===== src/rtl/gf2_mat_pkg.sv =====
// Shared types and constants for the serial-load GF(2) 2x2 matrix-vector iterator.
package gf2_mat_pkg;

  typedef enum logic [1:0] {
    S_LOAD = 2'd0,
    S_COMP = 2'd1,
    S_OUT  = 2'd2
  } state_e;

  localparam int unsigned MAT_BITS  = 6;
  localparam int unsigned BIT_CNT_W = 3;

  // Storage index of each load beat; beat order is a,b,c,d,e,f.
  localparam int unsigned IDX_A = 0;
  localparam int unsigned IDX_B = 1;
  localparam int unsigned IDX_C = 2;
  localparam int unsigned IDX_D = 3;
  localparam int unsigned IDX_E = 4;
  localparam int unsigned IDX_F = 5;

  // One GF(2) row-by-column product: AND multiplies, XOR adds.
  function automatic logic gf2_dot(input logic x0, input logic y0,
                                   input logic x1, input logic y1);
    return (x0 & y0) ^ (x1 & y1);
  endfunction

endpackage


===== src/rtl/matrix_vec_mul.sv =====
// Combinational 2x2 GF(2) matrix times 2-vector: [g;h] = [a b; c d] * [e;f].
module matrix_vec_mul
  import gf2_mat_pkg::*;
(
  input  logic a,
  input  logic b,
  input  logic c,
  input  logic d,
  input  logic e,
  input  logic f,
  output logic g,
  output logic h
);

  // Each output row is an independent dot product over GF(2).
  always_comb begin
    g = gf2_dot(a, e, b, f);
    h = gf2_dot(c, e, d, f);
  end

endmodule


===== src/rtl/gf2_mat_vec_iter.sv =====
// Serially loads M and v, applies v <- M*v ITERS times, then presents v on a
// valid/ready port. Load, compute and output phases never overlap.
module gf2_mat_vec_iter
  import gf2_mat_pkg::*;
#(
  parameter int unsigned ITERS = 1,
  parameter int unsigned CNT_W = 4
) (
  input  logic clk,
  input  logic rst,
  input  logic in_valid,
  output logic in_ready,
  input  logic in_bit,
  output logic out_valid,
  input  logic out_ready,
  output logic out_g,
  output logic out_h,
  output logic busy
);

  localparam logic [CNT_W-1:0]     ITER_LAST = CNT_W'(ITERS - 1);
  localparam logic [BIT_CNT_W-1:0] BIT_LAST  = BIT_CNT_W'(MAT_BITS - 1);

  state_e               state_q,     state_d;
  logic [BIT_CNT_W-1:0] bit_cnt_q,   bit_cnt_d;
  logic [CNT_W-1:0]     iter_cnt_q,  iter_cnt_d;
  logic [MAT_BITS-1:0]  regs_q,      regs_d;
  logic                 out_valid_q, out_valid_d;
  logic                 out_g_q,     out_g_d;
  logic                 out_h_q,     out_h_d;
  logic                 in_ready_q,  in_ready_d;
  logic                 busy_q,      busy_d;

  logic mv_g;
  logic mv_h;
  logic beat;

  matrix_vec_mul u_mvm (
    .a (regs_q[IDX_A]),
    .b (regs_q[IDX_B]),
    .c (regs_q[IDX_C]),
    .d (regs_q[IDX_D]),
    .e (regs_q[IDX_E]),
    .f (regs_q[IDX_F]),
    .g (mv_g),
    .h (mv_h)
  );

  assign beat = in_valid & in_ready_q;

  // Next-state, datapath and registered-output computation.
  always_comb begin
    state_d     = state_q;
    bit_cnt_d   = bit_cnt_q;
    iter_cnt_d  = iter_cnt_q;
    regs_d      = regs_q;
    out_valid_d = out_valid_q;
    out_g_d     = out_g_q;
    out_h_d     = out_h_q;

    unique case (state_q)
      S_LOAD: begin
        if (beat) begin
          for (int i = 0; i < MAT_BITS; i++) begin
            if (bit_cnt_q == BIT_CNT_W'(i)) regs_d[i] = in_bit;
          end
          if (bit_cnt_q == BIT_LAST) begin
            state_d    = S_COMP;
            bit_cnt_d  = '0;
            iter_cnt_d = '0;
          end else begin
            bit_cnt_d = bit_cnt_q + BIT_CNT_W'(1);
          end
        end
      end
      S_COMP: begin
        // Only the vector is rewritten; M stays as loaded.
        regs_d[IDX_E] = mv_g;
        regs_d[IDX_F] = mv_h;
        iter_cnt_d    = iter_cnt_q + CNT_W'(1);
        if (iter_cnt_q == ITER_LAST) begin
          state_d     = S_OUT;
          out_valid_d = 1'b1;
          out_g_d     = mv_g;
          out_h_d     = mv_h;
        end
      end
      S_OUT: begin
        if (out_ready) begin
          state_d     = S_LOAD;
          out_valid_d = 1'b0;
        end
      end
      default: begin
        state_d     = S_LOAD;
        out_valid_d = 1'b0;
      end
    endcase

    in_ready_d = (state_d == S_LOAD);
    busy_d     = (state_d != S_LOAD);
  end

  // State and output registers; reset discards any partial load or iteration.
  always_ff @(posedge clk or posedge rst) begin
    if (rst) begin
      state_q     <= S_LOAD;
      bit_cnt_q   <= '0;
      iter_cnt_q  <= '0;
      regs_q      <= '0;
      out_valid_q <= 1'b0;
      out_g_q     <= 1'b0;
      out_h_q     <= 1'b0;
      in_ready_q  <= 1'b1;
      busy_q      <= 1'b0;
    end else begin
      state_q     <= state_d;
      bit_cnt_q   <= bit_cnt_d;
      iter_cnt_q  <= iter_cnt_d;
      regs_q      <= regs_d;
      out_valid_q <= out_valid_d;
      out_g_q     <= out_g_d;
      out_h_q     <= out_h_d;
      in_ready_q  <= in_ready_d;
      busy_q      <= busy_d;
    end
  end

  assign in_ready  = in_ready_q;
  assign out_valid = out_valid_q;
  assign out_g     = out_g_q;
  assign out_h     = out_h_q;
  assign busy      = busy_q;

endmodule


===== config.mk =====
export PLATFORM = sky130hd
export DESIGN_NAME = gf2_mat_vec_iter
export DESIGN_NICKNAME = d
export VERILOG_FILES = /design/src/rtl/gf2_mat_pkg.sv /design/src/rtl/matrix_vec_mul.sv /design/src/rtl/gf2_mat_vec_iter.sv
export SDC_FILE = /design/constraint.sdc
export NUM_CORES = 1
export LEC_CHECK = 0
export BUFFER_PORTS_ARGS = -buffer_cell sky130_fd_sc_hd__buf_2
export CORE_ASPECT_RATIO = 1.25
export CORE_UTILIZATION = 60
export DETAILED_ROUTE_END_ITERATION = 8
export PLACE_DENSITY = 0.81
export SYNTH_ARGS = -nofsm -noshare
export SYNTH_HDL_FRONTEND = slang
export SYNTH_SLANG_ARGS = --single-unit

===== constraint.sdc =====
create_clock -name clk -period 2 [get_ports clk]
set_input_delay 0.4 -clock clk [delete_from_list [all_inputs] [get_ports clk]]
set_output_delay 0.4 -clock clk [all_outputs]
set_load 0.02 [all_outputs]

Word level (Yosys, flattened, before mapping)
Index checks and enable logic that the tools add are counted.
{"block": "totals", "word_cells": 71, "register_bits": 20, "in_bits": 5, "output_inout_bits": 5}
{"block": "op_classes", "n_bitwise": 8, "add_sub_neg": 2, "muxes": 20, "eq_ne": 12, "n_reduce_logical": 15}
{"op": "AND reduction 3 bit", "count": 7}
{"op": "!= test 2 bit, second input constant", "count": 5}
{"op": "two-way mux 1 bit", "count": 8}
{"op": "two-way mux 2 bit", "count": 4}
{"op": "two-way mux 4 bit", "count": 2}
{"op": "case mux 4 bit (2 select lines)", "count": 1}
{"op": "equality test 3 x 2 -> 1 bit, second input constant", "count": 2}
{"op": "equality test 3 bit, second input constant", "count": 2}
{"op": "two-way mux 6 bit", "count": 1}
{"op": "case mux 2 bit (3 select lines)", "count": 1}
{"op": "AND 1 bit", "count": 5}
{"op": "adder 4 x 1 -> 4 bit, second input constant", "count": 1}
{"op": "zero test 2 bit", "count": 2}
{"op": "zero test 4 bit", "count": 1}
{"op": "case mux 2 bit (2 select lines)", "count": 1}
{"op": "AND reduction 2 bit", "count": 2}
{"op": "nonzero test 2 bit", "count": 2}
{"op": "adder 3 x 1 -> 3 bit, second input constant", "count": 1}
{"op": "equality test 3 x 1 -> 1 bit, second input constant", "count": 1}
{"op": "zero test 3 bit", "count": 1}
{"op": "two-way mux 3 bit", "count": 1}
{"op": "case mux 1 bit (3 select lines)", "count": 1}
{"op": "equality test 2 x 1 -> 1 bit, second input constant", "count": 1}
{"op": "equality test 2 bit, second input constant", "count": 1}
{"op": "other kinds (2)", "count": 3}

Logic depth before layout (Yosys ltp)
{"block": "logic_depth", "depth_word": 5, "ltp_mapped": 5, "depth_no_buf": 5}

Cells and area by module
From an unflattened synthesis, not the netlist that was laid out.
{"block": "unflattened", "cells_unflattened": 95, "hier_area_um2": 1059.8}
{"mod": "gf2_mat_vec_iter", "cells_per_inst": 89, "area_each_um2": 1027.2, "n_inst": 1, "seq_area_each_um2": 501.7}
{"mod": "matrix_vec_mul", "cells_per_inst": 6, "area_each_um2": 32.5, "n_inst": 1, "seq_area_each_um2": 0.0}

Worst setup path after synthesis
OpenSTA, ideal clock, no wires.
{"block": "synth_path", "kind": "reg-to-reg", "from": "reg in_ready_q (netlist: in_ready)", "to": "reg regs_q[1]", "path_stages_with_launch": 4, "n_path_buf": 0, "path_slack_ns": 0.536, "arrival_ns": 1.336, "required_ns": 1.872, "setup_ns": 0.128, "cell_sequence": "dfstp_2 -> nand4bb_4 -> nor4b_4 -> mux2_1"}
{"block": "synth_via", "elab_chain_cells": 2}
{"item": "from (decl)", "line": "gf2_mat_vec_iter.sv:31", "text": "logic in_ready_q, in_ready_d;"}
{"item": "from (signal assigned)", "line": "gf2_mat_vec_iter.sv:124", "text": "in_ready_q <= in_ready_d;"}
{"item": "AND 1 bit", "line": "gf2_mat_vec_iter.sv:49", "text": "assign beat = in_valid & in_ready_q;"}
{"item": "AND reduction 3 bit (no line)"}
{"item": "to (signal assigned)", "line": "gf2_mat_vec_iter.sv:120", "text": "regs_q <= regs_d;"}
{"item": "to (decl)", "line": "gf2_mat_vec_iter.sv:27", "text": "logic [MAT_BITS-1:0] regs_q, regs_d;"}
Every way passes these cells.
A chain may end at the register's enable or synchronous reset.

Final worst setup path
{"block": "layout_path", "from": "reg iter_cnt_q[0]", "to": "reg out_g_q (netlist: out_g)"}
{"block": "layout_via", "elab_chain_cells": 2}
{"item": "from (decl)", "line": "gf2_mat_vec_iter.sv:26", "text": "logic [CNT_W-1:0] iter_cnt_q, iter_cnt_d;"}
{"item": "from (signal assigned)", "line": "gf2_mat_vec_iter.sv:119", "text": "iter_cnt_q <= iter_cnt_d;"}
{"item": "zero test 4 bit", "line": "gf2_mat_vec_iter.sv:81", "text": "if (iter_cnt_q == ITER_LAST) begin"}
{"item": "AND reduction 2 bit (no line)"}
{"item": "to (signal assigned)", "line": "gf2_mat_vec_iter.sv:122", "text": "out_g_q <= out_g_d;"}
{"item": "to (decl)", "line": "gf2_mat_vec_iter.sv:29", "text": "logic out_g_q, out_g_d;"}
Every way passes these cells.

==> impl_results.md <==
- Status: finished clean
- FMAX: 640 MHz
- Total gr overflow: 0
- Core Region: 1620 sq um
- Row count: 16
- Share of post-route cells with drive strength above 1: 22.9%
- Share of flip-flops with an asynchronous set or reset: 100%
- Yosys cell types: 38
- Starting Density: 65.7%
- Worst rel slew slack: 51.8%
- Final setup vio count: 0
- Sequential share of the synthesized area: 47.1%
- Gpl congestion: 0.851
- Hold_buf cts: 0
- Placed standard-cell area: 1100 sq um
- Number of H-tree levels: 1
- Largest stage delay, worst path: 0.43 ns
- Final Cell Area: 1130 sq um
- CP Class: flop to flop
- N_diodes: 0
- Mapped Area: 1070 sq um
- Nets: 114
- Fin crit share: 78.1%
- Largest net degree at the start of global routing: 21
- Clk pin slew, worst setup/hold paths: 0.11 ns
- EDFF count, synth: 0
- Synth area leader: dfrtp_1
- Die W: 39.7 um
- Largest cells by area after synthesis: dfrtp_1, mux2_2, ha_1
- Drt initial violations: 24
- Yosys warning total: 0
- Critical-path cell list: inv_1, ha_1, nor3b_1, nand2_1, mux2_2
- Final Hold Vio Count: 0
- Final Critical Period: 1.56 ns
- WL per Instance: 15.5 um
- CP Launch Type: flop
- Post-detail-place hpwl: 1360 um
- Vias in the first global route: 734
- LEAKAGE: 0.525 nW
- Hold Path Class: primary input to asynchronous set/reset pin
- DRT antenna net count: 0
- CTS root buf: clkbuf_4
- DRC: 0
- Port Buffers: 9
- Longest Clk Path Bufs: 2
- Most frequent cells after synthesis: dfrtp_1, nand2_1, mux2_2
- CTS tree: done
- Mean Syn Cell Area: 11.1 sq um
- CP max FO: 4
- Die footprint: 1950 sq um
- Synthesized Nets: 104
- Worst path required time: 2.21 ns
- Post-CTS Setup Bufs: 0
- Worst clock skew: 0.000476 ns
- Slew @ Worst Pin: 0.722 ns
- Post-Synthesis Cells: 96
- Area growth, synth to finish: 6.10%
- Detailed Route WL: 1900 um
- Critical-path top delay cell: dfrtp_1
- Total CTS buffers: 3
- Pwr Total: 1.79 mW
- Worst vdd ir: 990 uV
- Fin util: 69.8%
- Clock Latency Late Sink: 0.31 ns
- Clock sinks: 20
- Ports: 10
- Arr. time, crit path: 1.77 ns
- Vias/cell: 6.07
- RSZ-0062 raised after global routing: no
- Synth top area share: 44.6%
- Setup TNS: 0 ns
- Die extent in y: 49.1 um
- Post-cts resize count: 0
- Ys flop type: dfrtp_1
- Count leader, synth: dfrtp_1
- Pwr Density: 1580 nW/um^2
- Final Max Slew Viols: 0
- Worst Setup End Kind: flop
- First-pass GRT wire length: 3280 um
- Number of max-cap violations: 0
- First-pass iteration count of the detailed router: 4
- Register bit count reported by yosys: 20
- Tot GR Track Use: 25.0%
- Vias: 746
- Initial antenna violation count: 0
[cell type report]
| cell class | count | area, sq um |
|---|---|---|
| multi-input cells | 68 | 520 |
| clock buffers | 4 | 26.3 |
| well taps | 18 | 22.5 |
| fillers | 116 | 490 |
| flip-flops and latches | 20 | 502 |
| inverters | 4 | 15.0 |
| repair buffers | 9 | 45.0 |
[metal layers]
metal | track usage, % | up-vias | wire [um]
met2 | 36.1 | 14 | 919
met5 | 0 | - | 0
li1 | - | 365 | -
met1 | 34.3 | 362 | 878
met4 | 13.2 | 0 | 46
met3 | 5.48 | 5 | 56
[critical path: cells and delay by family, from the launching register on]
family	cells	cell delay, ns
fa+ha+maj	1	0.13
flops	1	0.43
mux	1	0.30
simple gates	2	0.53
buf+inv	1	0.07
[state kept, by name, indices dropped and copies added (netlist names)]
name and flops:
regs_q 6, iter_cnt_q 4, bit_cnt_q 3, state_q 2
busy 1, in_ready 1, out_g 1, out_h 1
out_valid 1
[path summary, 6_finish.rpt]
check                              start        end  slack [ns]  cells past startpoint
max                        iter_cnt_q[0]      out_g        0.44                      5
min                                  rst  regs_q[0]        0.19                      2
max reg2reg                iter_cnt_q[0]      out_g        0.44                      5
min reg2reg                    regs_q[1]  regs_q[1]        0.51                      1
max in group asynchronous            rst  regs_q[1]        1.36                      2
min in group clk                  in_bit  regs_q[1]        0.40                      2
[power by group]
group          switching (mW)  leakage (nW)  internal (mW)
Combinational           0.377         0.259          0.391
Sequential              0.218         0.252          0.601
Clock                   0.125        0.0150         0.0781
Total                   0.721         0.525           1.07
[placed cells by master (no fill, tap or decap), types with 2 or more instances in the layout]
| cell type | count |
|---|---|
| a21oi_1 | 2 |
| a22o_1 | 2 |
| and2_1 | 2 |
| and3b_1 | 3 |
| buf_2 | 9 |
| clkbuf_4 | 3 |
| dfrtp_1 | 19 |
| ha_1 | 3 |
| inv_1 | 4 |
| mux2_2 | 8 |
| nand2_1 | 10 |
| nand3_1 | 4 |
| nand3b_1 | 2 |
| nor2_1 | 6 |
| o21ai_0 | 4 |
| xnor2_1 | 2 |
[cells by family (layout without fill, tap and decap cells)]
family | after synthesis | count (layout) | synth area share, %
fa+ha+maj | 3 | 3 | 3.52
flops | 20 | 20 | 47.1
compound gates | 15 | 15 | 9.86
mux | 9 | 9 | 9.51
buf+inv | 8 | 17 | 4.11
xor+xnor | 3 | 3 | 2.47
simple gates | 38 | 38 | 23.5
[stage by stage]
stage	setup slack, ns	instances	hold WS [ns]
3_5_place_dp	0.452	119	0.489
5_1_grt	0.316	123	0.273
2_1_floorplan	0.536	96	0.363
3_3_place_gp	0.459	119	0.487
6_report	0.438	123	0.186
4_1_cts	0.433	123	0.225
No activity file was read; power rests on OpenSTA's default activity.
